### src/rtl/mips_multicycle.sv
// Multicycle MIPS-subset core: one shared ALU, one unified memory port with req/ready handshake.
// Supports add/sub/and/or/slt, lw, sw, beq, addi, j; anything else parks the core in ILLEGAL.
module mips_multicycle #(
    parameter logic [31:0] RESET_PC = 32'h0000_0000,
    parameter int unsigned ADDR_W   = 32
) (
    input  logic              clk,
    input  logic              reset,
    output logic              mem_req,
    output logic              mem_we,
    output logic [ADDR_W-1:0] mem_addr,
    output logic [31:0]       mem_wdata,
    input  logic [31:0]       mem_rdata,
    input  logic              mem_ready,
    output logic [31:0]       pc,
    output logic              retire,
    output logic              illegal
);
    localparam int unsigned XLEN   = 32;
    localparam int unsigned NREGS  = 32;
    localparam logic [5:0]  OP_R   = 6'h00;
    localparam logic [5:0]  OP_LW  = 6'h23;
    localparam logic [5:0]  OP_SW  = 6'h2B;
    localparam logic [5:0]  OP_BEQ = 6'h04;
    localparam logic [5:0]  OP_ADDI = 6'h08;
    localparam logic [5:0]  OP_J   = 6'h02;
    localparam logic [5:0]  FN_ADD = 6'h20;
    localparam logic [5:0]  FN_SUB = 6'h22;
    localparam logic [5:0]  FN_AND = 6'h24;
    localparam logic [5:0]  FN_OR  = 6'h25;
    localparam logic [5:0]  FN_SLT = 6'h2A;

    typedef enum logic [3:0] {
        FETCH, DECODE, MEMADR, MEMREAD, MEMWB, MEMWRITE, EXECUTE,
        ALUWB, ADDIEX, ADDIWB, BRANCH, JUMP, ILLEGAL
    } state_t;

    state_t            state, state_n;
    logic [XLEN-1:0]   ir, a, b, aluout, mdr;
    logic [XLEN-1:0]   ir_n, a_n, b_n, aluout_n, mdr_n, pc_n;
    logic [XLEN-1:0]   rf [NREGS];
    logic              req_n, we_n, illegal_n;
    logic [ADDR_W-1:0] addr_n;
    logic [XLEN-1:0]   wdata_n;
    logic              rf_we;
    logic [4:0]        rf_wa;
    logic [XLEN-1:0]   rf_wd;

    logic [5:0]        op, funct;
    logic [4:0]        rs, rt, rd;
    logic [XLEN-1:0]   imm_sx;

    assign op     = ir[31:26];
    assign rs     = ir[25:21];
    assign rt     = ir[20:16];
    assign rd     = ir[15:11];
    assign funct  = ir[5:0];
    assign imm_sx = {{16{ir[15]}}, ir[15:0]};

    // Word-aligned memory address from a byte address.
    function automatic logic [ADDR_W-1:0] word_addr(input logic [XLEN-1:0] byte_addr);
        return ADDR_W'({byte_addr[XLEN-1:2], 2'b00});
    endfunction

    function automatic logic funct_ok(input logic [5:0] f);
        return (f == FN_ADD) || (f == FN_SUB) || (f == FN_AND) || (f == FN_OR) || (f == FN_SLT);
    endfunction

    // Combinational retire so a store retires exactly in its completing cycle.
    assign retire = (state == MEMWB) || (state == ALUWB) || (state == ADDIWB) ||
                    (state == BRANCH) || (state == JUMP) ||
                    ((state == MEMWRITE) && mem_req && mem_ready);

    // Next-state and datapath next values.
    always_comb begin
        state_n   = state;
        pc_n      = pc;
        ir_n      = ir;
        a_n       = a;
        b_n       = b;
        aluout_n  = aluout;
        mdr_n     = mdr;
        req_n     = mem_req;
        we_n      = mem_we;
        addr_n    = mem_addr;
        wdata_n   = mem_wdata;
        illegal_n = illegal;
        rf_we     = 1'b0;
        rf_wa     = 5'd0;
        rf_wd     = '0;

        case (state)
            FETCH: begin
                if (!mem_req) begin
                    req_n  = 1'b1;
                    we_n   = 1'b0;
                    addr_n = word_addr(pc);
                end else if (mem_ready) begin
                    ir_n    = mem_rdata;
                    pc_n    = pc + 32'd4;
                    req_n   = 1'b0;
                    state_n = DECODE;
                end
            end
            DECODE: begin
                a_n      = rf[rs];
                b_n      = rf[rt];
                aluout_n = pc + {imm_sx[XLEN-3:0], 2'b00};
                case (op)
                    OP_R:    state_n = funct_ok(funct) ? EXECUTE : ILLEGAL;
                    OP_LW,
                    OP_SW:   state_n = MEMADR;
                    OP_BEQ:  state_n = BRANCH;
                    OP_ADDI: state_n = ADDIEX;
                    OP_J:    state_n = JUMP;
                    default: state_n = ILLEGAL;
                endcase
                if (state_n == ILLEGAL) begin
                    illegal_n = 1'b1;
                end
            end
            MEMADR: begin
                aluout_n = a + imm_sx;
                req_n    = 1'b1;
                we_n     = (op == OP_SW);
                addr_n   = word_addr(a + imm_sx);
                wdata_n  = b;
                state_n  = (op == OP_SW) ? MEMWRITE : MEMREAD;
            end
            MEMREAD: begin
                if (mem_ready) begin
                    mdr_n   = mem_rdata;
                    req_n   = 1'b0;
                    state_n = MEMWB;
                end
            end
            MEMWB: begin
                rf_we   = 1'b1;
                rf_wa   = rt;
                rf_wd   = mdr;
                state_n = FETCH;
            end
            MEMWRITE: begin
                if (mem_ready) begin
                    state_n = FETCH;
                end
            end
            EXECUTE: begin
                case (funct)
                    FN_SUB:  aluout_n = a - b;
                    FN_AND:  aluout_n = a & b;
                    FN_OR:   aluout_n = a | b;
                    FN_SLT:  aluout_n = {31'd0, ($signed(a) < $signed(b))};
                    default: aluout_n = a + b;
                endcase
                state_n = ALUWB;
            end
            ALUWB: begin
                rf_we   = 1'b1;
                rf_wa   = rd;
                rf_wd   = aluout;
                state_n = FETCH;
            end
            ADDIEX: begin
                aluout_n = a + imm_sx;
                state_n  = ADDIWB;
            end
            ADDIWB: begin
                rf_we   = 1'b1;
                rf_wa   = rt;
                rf_wd   = aluout;
                state_n = FETCH;
            end
            BRANCH: begin
                if (a == b) begin
                    pc_n = aluout;
                end
                state_n = FETCH;
            end
            JUMP: begin
                pc_n    = {pc[31:28], ir[25:0], 2'b00};
                state_n = FETCH;
            end
            ILLEGAL: begin
                illegal_n = 1'b1;
                req_n     = 1'b0;
            end
            default: state_n = ILLEGAL;
        endcase

        // Entering FETCH from another state issues the instruction read right away.
        if ((state_n == FETCH) && (state != FETCH)) begin
            req_n  = 1'b1;
            we_n   = 1'b0;
            addr_n = word_addr(pc_n);
        end
    end

    always_ff @(posedge clk or negedge reset) begin
        if (!reset) begin
            state     <= FETCH;
            pc        <= RESET_PC;
            ir        <= '0;
            a         <= '0;
            b         <= '0;
            aluout    <= '0;
            mdr       <= '0;
            mem_req   <= 1'b0;
            mem_we    <= 1'b0;
            mem_addr  <= '0;
            mem_wdata <= '0;
            illegal   <= 1'b0;
        end else begin
            state     <= state_n;
            pc        <= pc_n;
            ir        <= ir_n;
            a         <= a_n;
            b         <= b_n;
            aluout    <= aluout_n;
            mdr       <= mdr_n;
            mem_req   <= req_n;
            mem_we    <= we_n;
            mem_addr  <= addr_n;
            mem_wdata <= wdata_n;
            illegal   <= illegal_n;
        end
    end

    // Register file; $0 is never written so it always reads zero.
    always_ff @(posedge clk or negedge reset) begin
        if (!reset) begin
            for (int i = 0; i < NREGS; i++) begin
                rf[i] <= '0;
            end
        end else if (rf_we && (rf_wa != 5'd0)) begin
            rf[rf_wa] <= rf_wd;
        end
    end
endmodule
### config.mk
export PLATFORM = sky130hd
export DESIGN_NAME = mips_multicycle
export DESIGN_NICKNAME = d
export VERILOG_FILES = /design/src/rtl/mips_multicycle.sv
export SDC_FILE = /design/constraint.sdc
export NUM_CORES = 2
export LEC_CHECK = 0
export CAP_MARGIN = 10
export CORE_MARGIN = 2
export CORE_UTILIZATION = 28
export DETAILED_ROUTE_END_ITERATION = 16
export PLACE_DENSITY_LB_ADDON = 0.2
export REMOVE_ABC_BUFFERS = 1
export SLEW_MARGIN = 20
export SYNTH_ARGS = -nofsm -noshare
export SYNTH_HDL_FRONTEND = slang
export SYNTH_SLANG_ARGS = --single-unit
export TNS_END_PERCENT = 20
### constraint.sdc
create_clock -name clk -period 9.7 [get_ports clk]
set_input_delay 1.94 -clock clk [delete_from_list [all_inputs] [get_ports clk]]
set_output_delay 1.94 -clock clk [all_outputs]
set_load 0.005 [all_outputs]
==> results.py <==
metrics = {
    "setup_path": {
        "worst_path_max_delay_cell": "clkdlybuf4s50_1",
        "start_kind": "input port",
        "r2r_end": "mem_addr[10]$_DFFE_PN0P_",
        "path_max_fanout": 11,
        "cp_num_buf_inv": 2,
        "cp.arrival_ps": 3860,
        "worst-r2r-cell-count": 11,
        "crit_chain": "clkdlybuf4s50_1 -> a21oi_1 -> o32ai_1 -> clkdlybuf4s50_1",
        "critical-path-max-stage-delay_ps": 760,
        "crit_required_ps": 7760,
        "crit_top_cell": "clkdlybuf4s50_1",
        "r2r-start": "state[0]$_DFF_PN0_",
        "crit_type": "in -> out",
        "cpLargestDelayFamily": "buffers and inverters",
        "reg2reg_slack_ps": 4640,
        "endpoint_kind": "output port",
    },
    "synth": {
        "synth_mux_area_frac": 0.222,
        "synth-async-reset-ratio": 1.00,
        "synth_area_um2": 71500,
        "synth.top_cell.area_share": 0.450,
        "ys.flop_type": "dfrtp_1",
        "avgSynthCellArea_um2": 10.8,
        "synth_top_family_by_area": "multiplexers",
        "synth_compound_area_frac": 0.149,
        "yosysMostFrequentCell": "dfrtp_1",
        "ys_seq_area_frac": 0.450,
        "synth_commonest_cells": "dfrtp_1 (1285), nand2_1 (778), o21ai_0 (728), nor2_1 (677), a21oi_1 (662)",
        "synth-simple-area-share": 0.101,
        "synth-edff-count": 0,
        "yosys.cell_types.count": 99,
        "ys_ff_latch": 1285,
        "yosysTopAreaCell": "dfrtp_1",
        "ys_warn_count": 0,
        "yosys-top-cells-area": "dfrtp_1 (45%), mux4_2 (20%), o21ai_0 (5.1%), a21oi_1 (4.6%), nand2_1 (4.1%)",
        "synth-xor-area-share": 0.00858,
        "postSynthCellCount": 6624,
        "synthAdderAreaFrac": 0.0286,
    },
    "pwr": {
        "powerDensity_nw_per_um2": 314,
        "sequentialPowerShare": 0.327,
        "clkPwrFrac": 0.227,
        "ir_worst_vdd_mv": 0.218,
        "power_frac_comb": 0.446,
        "p_switching_mw": 10.9,
        "p_sw_frac": 0.426,
        "p_leak_nw": 33.4,
        "p_int_mw": 14.6,
    },
    "clock_tree": {
        "path_clk_slew_ps": 60,
        "h-tree-depth": 4,
        "cts_max_path_buffers": 3,
        "post_cts.repair.setup_buffers": 0,
        "cts.sinks": 1285,
        "cts_resized": 0,
        "cts_tree": "done",
        "hold_buffers": 0,
        "numCtsBuffers": 151,
        "clkLatencyLatePin_ps": 830,
        "root_buffer": "clkbuf_16",
    },
    "timing": {
        "rsz0062_at_grt": "false",
        "max_freq_ghz": 0.172,
        "slew_violations": 0,
        "fin_setup_tns_ps": 0,
        "min_period_ps": 5800,
        "relSlewSlack": 0.244,
        "worst_pin_slew_ps": 1130,
        "setup_viol": 0,
        "holdWs_ps": 396,
        "fin_worst_skew_ps": 28.5,
        "finalCritPeriodShare": 0.598,
        "hold_violations": 0,
    },
    "grt": {
        "grt_pass1_wl_um": 407000,
        "grt_usage": 0.217,
        "grt_pass1_vias": 54000,
        "grt_max_degree": 183,
        "antenna_found_initial": 13,
        "grt_remaining_overflow": 0,
    },
    "min_path": {
        "hold_depth": 0,
        "min_to": "rf[1023]$_DFFE_PN0P_",
        "min_path_type": "reg -> reg",
        "hold_start": "rf[1023]$_DFFE_PN0P_",
    },
    "routing": {
        "detail_route.wirelength_um": 284000,
        "viasPerCell": 5.47,
        "post-route-drc-count": 0,
        "vias": 54300,
        "ant_nets": 0,
        "dr.pass1.iters": 7,
        "drtIter0Drc": 4764,
        "wl_per_cell_um": 28.6,
    },
    "die": {
        "die_w_um": 509,
        "ios": 135,
        "fp.dieArea_um2": 259000,
        "die_y_um": 509,
        "rows": 185,
        "core_um2": 254000,
        "initial_utilization": 0.282,
    },
    "cells_and_area": {
        "area_growth_pct": 13.7,
        "drive_gt1_frac": 0.185,
        "fin_nets": 6627,
    },
    "job": {
        "drv_cap": 0,
    },
    "placement": {
        "hpwlAfterDp_um": 181000,
        "io_buffers": 132,
        "gp_congestion": 0.923,
    },
    "run_status": {
        "outcome": "complete, no violations",
    },
}
## worst reg2reg max path: cells and delay by family (launching register included)
kind | cells | cell delay (ps)
DFF | 1 | 750
buffers and inverters | 1 | 290
AOI/OAI and AO/OA | 3 | 440
and+or+nand+nor | 7 | 3400
## power groups by stage
| stage | logic, mW | registers (mW) | clock network [mW] |
|---|---|---|---|
| floorplan | 7.51 | 8.38 | 0 |
| global placement | 11.2 | 8.38 | 0 |
| detailed placement | 11.3 | 8.43 | 0 |
| CTS | 11.3 | 8.35 | 5.93 |
| global route | 12.2 | 8.50 | 6.14 |
| finish | 11.4 | 8.35 | 5.80 |
## per-stage QoR
step,power (mW),cell area (um2),setup slack [ps],utilization,cells
after global routing,26.8,81300,3880,0.320,9913
final,25.5,81300,3900,0.320,9921
after floorplan,15.9,69100,-3390,-,6009
after detailed placement,19.7,76300,3870,0.300,9643
after CTS,25.6,81200,3980,0.320,9911
after global placement,19.6,76300,3890,0.300,9643
## kinds of logic (layout without fill, tap and decap cells)
kind of cell,Yosys count,count (layout)
and+or+nand+nor,1727,1727
adders and majority gates,161,161
AOI/OAI and AO/OA,1857,1857
buffers and inverters,743,664
DFF,1285,1285
other,1,11
xor gates and xnor gates,70,70
muxes,780,780
## state kept, by name, summed over array words and instances (netlist names)
name       count
a             32
ir            32
rf          1024
illegal        1
mem_addr      30
mem_wdata     32
mem_req        1
aluout        32
mem_we         1
mdr           32
pc            32
b             32
state          4
## worst max-delay path by stage
stage               cells past startpoint  slack [ps]                       end          startpoint
finish                                  4        3900                    retire           mem_ready
global route                            4        3880                    retire           mem_ready
CTS                                     4        3980                    retire           mem_ready
detailed placement                     11        3870  mem_addr[10]$_DFFE_PN0P_           mem_ready
global placement                       11        3890   mem_addr[2]$_DFFE_PN0P_           mem_ready
floorplan                               5       -3390       rf[832]$_DFFE_PN0P_  ir[16]$_DFFE_PN0P_
## cell usage in the layout, fill, tap and decap left out, drive strengths merged, types with 16 or more instances in the layout
cell              n
a211oi           23
a21o             41
a21oi           665
a221oi           31
a22oi            64
a31oi            44
and2             16
buf             138
clkbuf          218
clkdlybuf4s50   131
clkinv           36
dfrtp          1285
ha              157
inv             132
mux2             63
mux2i            77
mux4            640
nand2           778
nand2b           19
nand3            45
nand4            22
nor2            689
nor2b            29
nor3             40
nor4             21
o211ai           26
o21a             21
o21ai           758
o21bai           22
o221ai           18
o22ai            19
xnor2            47
xor2             23
## routing by layer
metal  part of all wire  GRT usage  vias to the layer above
met5            0.00029          0                        -
met4              0.041     0.0816                       12
met3              0.058     0.0344                      452
met2               0.47      0.351                     1865
met1               0.43      0.293                    28100
li1                   -          -                    23800
## area by class of cell
cell class | count | area [um2]
inverters | 127 | 477
fillers | 25600 | 173000
flip-flops and latches | 1285 | 32200
clock inverters | 50 | 553
multi-input cells | 4597 | 36900
repair buffers | 269 | 2530
well taps | 3366 | 4210
diodes | 9 | 22.5
clock buffers | 218 | 4430
Note: power is estimated with default switching activity, not from simulation.
